==> src/rtl/pb_conditioner.sv <==
// pb_conditioner: synchronizes and debounces four push buttons, with optional sticky press flags cleared by processor reads
module pb_conditioner #(
  parameter int DEBOUNCE_CYCLES = 16,
  parameter bit LATCH_MODE = 1'b0
) (
  input  logic       clock,
  input  logic       reset,
  input  logic [3:0] pb_raw,
  input  logic       rd_strobe,
  output logic [3:0] pushbuttons,
  output logic [3:0] pb_level,
  output logic [3:0] pb_press
);
  localparam int CW = $clog2(DEBOUNCE_CYCLES + 1);
  localparam logic [CW-1:0] LAST = CW'(DEBOUNCE_CYCLES - 1);
  typedef enum logic [1:0] {STABLE0, COUNT_UP, STABLE1, COUNT_DOWN} state_t;
  state_t state_q [4];
  state_t state_d [4];
  logic [CW-1:0] cnt_q [4];
  logic [CW-1:0] cnt_d [4];
  logic [3:0] s1, s2, sticky, level_d, press_d, sticky_d;
  always_comb begin
    for (int i = 0; i < 4; i++) begin
      state_d[i] = state_q[i];
      cnt_d[i]   = cnt_q[i];
      level_d[i] = pb_level[i];
      press_d[i] = 1'b0;
      case (state_q[i])
        STABLE0: if (s2[i]) begin
          state_d[i] = COUNT_UP;
          cnt_d[i]   = CW'(1);
        end
        COUNT_UP: if (!s2[i]) begin
          state_d[i] = STABLE0;
          cnt_d[i]   = '0;
        end else if (cnt_q[i] == LAST) begin
          state_d[i] = STABLE1;
          cnt_d[i]   = '0;
          level_d[i] = 1'b1;
          press_d[i] = 1'b1;
        end else cnt_d[i] = cnt_q[i] + 1'b1;
        STABLE1: if (!s2[i]) begin
          state_d[i] = COUNT_DOWN;
          cnt_d[i]   = CW'(1);
        end
        default: if (s2[i]) begin
          state_d[i] = STABLE1;
          cnt_d[i]   = '0;
        end else if (cnt_q[i] == LAST) begin
          state_d[i] = STABLE0;
          cnt_d[i]   = '0;
          level_d[i] = 1'b0;
        end else cnt_d[i] = cnt_q[i] + 1'b1;
      endcase
    end
    // a press arriving with a read still lands in the flags
    sticky_d = (sticky & {4{~rd_strobe}}) | press_d;
  end
  always_ff @(posedge clock or posedge reset) begin
    if (reset) begin
      s1          <= '0;
      s2          <= '0;
      sticky      <= '0;
      pb_level    <= '0;
      pb_press    <= '0;
      pushbuttons <= '0;
      for (int i = 0; i < 4; i++) begin
        state_q[i] <= STABLE0;
        cnt_q[i]   <= '0;
      end
    end else begin
      s1          <= pb_raw;
      s2          <= s1;
      sticky      <= sticky_d;
      pb_level    <= level_d;
      pb_press    <= press_d;
      pushbuttons <= LATCH_MODE ? sticky_d : level_d;
      for (int i = 0; i < 4; i++) begin
        state_q[i] <= state_d[i];
        cnt_q[i]   <= cnt_d[i];
      end
    end
  end
endmodule

==> config.mk <==
export PLATFORM = sky130hd
export DESIGN_NAME = pb_conditioner
export DESIGN_NICKNAME = d
export VERILOG_FILES = /design/src/rtl/pb_conditioner.sv
export SDC_FILE = /design/constraint.sdc
export NUM_CORES = 1
export LEC_CHECK = 0
export CAP_MARGIN = 10
export CORE_MARGIN = 2
export CORE_UTILIZATION = 35
export CTS_BUF_LIST = sky130_fd_sc_hd__clkbuf_4 sky130_fd_sc_hd__clkbuf_8 sky130_fd_sc_hd__clkbuf_16
export DETAILED_ROUTE_END_ITERATION = 12
export GPL_ROUTABILITY_DRIVEN = 0
export PLACE_DENSITY_LB_ADDON = 0.12
export SYNTH_ARGS = -nofsm -noshare
export SYNTH_HDL_FRONTEND = slang
export SYNTH_SLANG_ARGS = --single-unit
==> constraint.sdc <==
create_clock -name clock -period 2.2 [get_ports clock]
set_input_delay 0.22 -clock clock [delete_from_list [all_inputs] [get_ports clock]]
set_output_delay 0.22 -clock clock [all_outputs]
set_load 0.02 [all_outputs]
# ---- Yosys cells after proc, flatten, opt, wreduce, memory -nomap -nowiden
# Index checks and enable logic that the tools add are counted.
dict set report word_totals {
  register_bits 44
  output_inout_bits 12
  input_bits 7
}
dict set report op_classes {
  muxes 84
  n_bitwise 4
  addsub 4
  reduce_logical 24
  eq_ne 32
}
# cell n
set ops {}
lappend ops {{two-way mux 5 bit} 20}
lappend ops {{one-hot mux 5 bit (3 select lines)} 4}
lappend ops {{two-way mux 2 bit} 24}
lappend ops {{AND reduction 4 bit} 8}
lappend ops {{two-way mux 1 bit} 28}
lappend ops {{!= test 2 bit, second input constant} 12}
lappend ops {{one-hot mux 2 bit (3 select lines)} 4}
lappend ops {{adder 5 x 1 -> 5 bit, second input constant} 4}
lappend ops {{equality test 5 x 4 -> 1 bit, second input constant} 4}
lappend ops {{nonzero test 4 bit} 4}
lappend ops {{!= test 3 bit, second input constant} 4}
lappend ops {{equality test 2 x 1 -> 1 bit, second input constant} 4}
lappend ops {{equality test 2 bit, second input constant} 4}
lappend ops {{zero test 2 bit} 4}
lappend ops {{!= test 2 x 1 -> 1 bit, second input constant} 4}
lappend ops {{one-hot mux 1 bit (2 select lines)} 4}
lappend ops {{AND reduction 2 bit} 4}
lappend ops {{OR reduction 2 bit} 4}
lappend ops {{inverter 1 bit} 4}

# ---- Longest topological paths before layout
dict set report logic_depth {
  word_depth 4
  ltp_mapped 8
  depth_no_buf 8
}

# ---- Worst setup path before layout
# Ideal clock, no wire load.
dict set report synth_timing {
  path_kind {reg-to-reg}
  from {register cnt_q[0] (netlist name)}
  to {register with a tool-made name}
  required_time_ps 2073
  stages_incl_launch_ff 6
  path_slack_ps 601
  t_arrival_ps 1472
  synth_period_minus_slack_ps 1599
  cell_sequence {dfrtp_1 -> ha_1 -> and4b_2 -> o21bai_2 -> nand3_1 -> mux2_1}
}
# element line_no
set synth_lines {}
lappend synth_lines {{start, declared} 19} ;# logic [CW-1:0] cnt_q [4];
lappend synth_lines {{start signal, assigned by index} 80} ;# cnt_q[i] <= cnt_d[i];

==> results.md <==
Die:
- The die footprint is roughly 7400 um2.
- The number of placement rows is 29.
- The floorplan die height is 85.79 um.
- The total I/O pin count is 19.
- The initial cell density of the core is 36.45%.
- The floorplan step set the die width to 85.79 um.
- The core region is 6422 um2.

Timing:
- The slew at the pin closest to its max-slew limit is 0.5493 ns.
- Setup repair after global routing left no endpoint under its margin.
- The number of hold-slack violations in the final timing report is 0.
- Setup violations remaining at the end of the flow were counted as 0.
- For the final database, setup skew stands at around 0.013 ns.
- The total negative slack is 0 ns.
- Headroom to the max-slew limit came out at 63.33%.
- The smallest clock period supported by the final layout is computed as 1.696 ns.
- For this run, the top clock speed supported by timing is around 590 MHz.
- The post-route fraction of the period consumed by the critical path is 77.11%.
- The count of final max-slew check failures is 0.

Global routing:
- The met2 track demand over resource is 18.54%.
- The wire length of the first global-routing pass is 7.079 mm.
- Global routing consumed, on the met3 layer, 3.754% of the routing resources.
- Global routing used 16.28% of the available met1 tracks.
- The number of global-route vias before repair is 1573.
- Across every metal layer, demand over resource in global routing totals 12.00%.
- The residual overflow from global routing is 0.
- The largest net degree at the start of global routing is 28.
- After global routing, the most crowded layer is met2.
- The initial antenna violation count is 0.

Finish:
- The top cell types in the final layout, fill and taps aside, are 44 x sky130_fd_sc_hd__dfrtp_1, 18 x sky130_fd_sc_hd__nand2_1, 18 x sky130_fd_sc_hd__o21ai_1, 18 x sky130_fd_sc_hd__ha_1, 17 x sky130_fd_sc_hd__clkdlybuf4s50_1.
- The net count reported at finish is around 270.
- The utilization of the core after routing is 41.44%.
- Relative to the synthesized area, the layout overhead comes to 13.68%.
- The proportion of layout cells with a drive suffix above 1 is roughly 8.4%.
- The repair_antennas step left the layout with diodes totalling 0.
- The leading cell type in the layout, fill and taps excluded is sky130_fd_sc_hd__dfrtp_1.

Synthesis:
- The number of enable-type register cells in the synthesized netlist is 0.
- The average cell area after synthesis is approximately 10 um2.
- The total standard cell area after synthesis is roughly 2300 um2.
- The number of different library cells in the post-synthesis netlist is 46.
- Yosys printed 0 warnings.
- Summing the sequential cell areas from Yosys gives 47.03% of the chip area.
- The number of nets produced by synthesis is around 250.
- The primary flip-flop cell chosen by synthesis mapping is sky130_fd_sc_hd__dfrtp_1.
- The number of synthesized register bits is 44.
- In the synthesized netlist the async set-or-reset flop fraction comes to 100.0%.
- The synthesized instance count is 229.

Power and ir drop:
- The total power density per cell area is 1131 nW/um2.
- The analysis attributes to cell leakage a power of 0.001222 uW.
- The worst vdd rail ir drop is 0.5088 mV.
- The post-layout total power is 3011 uW.

CTS:
- The total of cells resized after clock tree synthesis is 0.
- TritonCTS built the clock tree.
- After clock tree synthesis, the clock-pin slew on the worst setup and hold paths is 0.09 ns.
- Clock latency on the worst-skew pair, taken at its later pin, is 0.31 ns.
- Clock tree synthesis found a total of 44 sinks.
- The total setup buffers inserted after CTS is 0.
- The maximum buffer depth of the clock tree is 2.
- The number of clock buffers added by TritonCTS is 5.
- For this design, the CTS-stage hold fixing added 0 buffers.
- The root buffer cell chosen for the clock tree is sky130_fd_sc_hd__clkbuf_8.
- The clock tree synthesis step divided the H-tree into 2 levels.

Worst setup path:
- The buffering stage count on the worst path with inverters included is 0.
- The master of the slowest instance on the critical path is sky130_fd_sc_hd__dfrtp_1.
- Among cell families on the critical path, the largest total delay comes from flip-flops.
- The category of the worst setup path launch point is a flip-flop.
- STA classifies the critical path endpoint as a flip-flop.
- The startpoint identified for the worst register-to-register timing path is cnt_q[0].
- The required time of the critical path is 2.40 ns.
- The most critical setup path has its startpoint at cnt_q[0].
- The signal on the critical path passes through ha_1 > and4b_2 > o21bai_2 > nand3_1 > mux2_1.
- The worst path arrival time is 1.89 ns.
- For this run, the slowest stage of the critical path takes ~0.42 ns.
- The worst setup path is of the reg2reg kind.
- The maximum net fanout on the critical path is 6.

Job:
- The tool flagged a number of max-cap violations equal to 0.

Drt:
- The count of vias placed by the detailed router is 1623.
- After detailed routing, the number of remaining DRC violations is 0.
- The number of antenna-violating nets in the routed design is 0.
- The via density per instance is 4.979.
- The final layout contains routed wiring with a total length of between 3 and 4 mm.
- The average routed wire per standard cell is 12.25 um.
- The initial DRC count is 54.
- The number of search-and-repair iterations in the first detailed-routing pass is 4.

Place:
- The count of buffers from port buffering is 17.
- Detailed placement finished with a half-perimeter wire length of 2.858 mm.

Min path:
- The min-delay analysis places its worst path in the category in2async.

Run status:
- The run finished with clean final reports.
-- metal layers --
layer  share of wire, %  vias to the layer above
met1                 51                      760
li1                   -                      845
met5                  0                        -
met4               0.60                        0
met2                 45                       16
met3                3.2                        2
-- metrics by stage --
step                      instances  hold slack (ns)  cell area [um2]  worst slack (ns)
after CTS                       326           0.3000             2661            0.4939
after global routing            326           0.3302             2661            0.3763
after detailed placement        318           0.3347             2569            0.5084
after global placement          318           0.3337             2569            0.5159
final                           326           0.2731             2661            0.5036
after floorplan                 229           0.2514             2341            0.6006
-- worst paths after layout --
check,endpoint,slack [ns],depth (start not counted)
worst max register to register,flip-flop,0.50,5
worst min-delay path,cnt_q[1],0.27,2
worst max-delay path,flip-flop,0.50,5
worst min register to register,s2[2],0.35,0
min in group clock,s2[2],0.35,0
max in group asynchronous,cnt_q[14],1.36,3
-- logic make-up (layout without fill, tap and decap cells) --
logic type	Yosys count	count (layout)	share of synthesized area [%]
muxes	10	10	5.077
DFF	44	44	47.03
buffers and inverters	19	39	4.382
xor gates and xnor gates	4	4	1.497
AOI/OAI and AO/OA	58	58	14.70
adders and majority gates	18	18	9.621
and+or+nand+nor	76	76	17.69
-- flip-flops by register name, indices dropped and copies added (netlist names), named ones only --
| signal | cells |
|---|---|
| state_q | 4 |
| pb_press | 4 |
| cnt_q | 20 |
| s2 | 4 |
| pb_level | 4 |
| s1 | 4 |
-- area by class of cell --
cell class / count / area (um2)
sequential: 44 / 1101
fill: 652 / 3761
clock inverter: 2 / 10.01
inverter: 11 / 41.29
multi-input combinational: 166 / 1137
timing repair buffer: 20 / 192.7
tap: 77 / 96.34
clock buffer: 6 / 82.58
-- power breakdown --
group          internal [uW]  leakage (uW)  switching, uW
Sequential               988      0.000565            210
Combinational            572      0.000607            702
Clock                    251     0.0000510            287
Total                   1810       0.00122           1200
-- worst register-to-register path: stages (launching register included) --
cell and delay [ns]:
sky130_fd_sc_hd__dfrtp_1 0.42, sky130_fd_sc_hd__ha_1 0.25, sky130_fd_sc_hd__and4b_2 0.30, sky130_fd_sc_hd__o21bai_2 0.22, sky130_fd_sc_hd__nand3_1 0.09, sky130_fd_sc_hd__mux2_1 0.32
-- Yosys cell counts, types with 3 or more instances --
master / instances / share of area [%]
sky130_fd_sc_hd__a31oi_1: 6 / 1.6
sky130_fd_sc_hd__nand2_1: 18 / 2.9
sky130_fd_sc_hd__buf_4: 4 / 1.3
sky130_fd_sc_hd__dfrtp_1: 44 / 47
sky130_fd_sc_hd__nand3_1: 12 / 2.6
sky130_fd_sc_hd__and2_1: 5 / 1.3
sky130_fd_sc_hd__o21ai_0: 4 / 0.86
sky130_fd_sc_hd__o21a_1: 6 / 1.9
sky130_fd_sc_hd__inv_1: 11 / 1.8
sky130_fd_sc_hd__o21ai_1: 18 / 3.8
sky130_fd_sc_hd__nand3b_1: 3 / 0.96
sky130_fd_sc_hd__ha_1: 18 / 9.6
sky130_fd_sc_hd__nand2b_1: 4 / 1.1
sky130_fd_sc_hd__mux2_1: 3 / 1.4
sky130_fd_sc_hd__nor2b_1: 3 / 0.80
sky130_fd_sc_hd__nor2_1: 16 / 2.6
sky130_fd_sc_hd__a21oi_1: 15 / 3.2
Note: power is estimated with default switching activity, not from simulation.
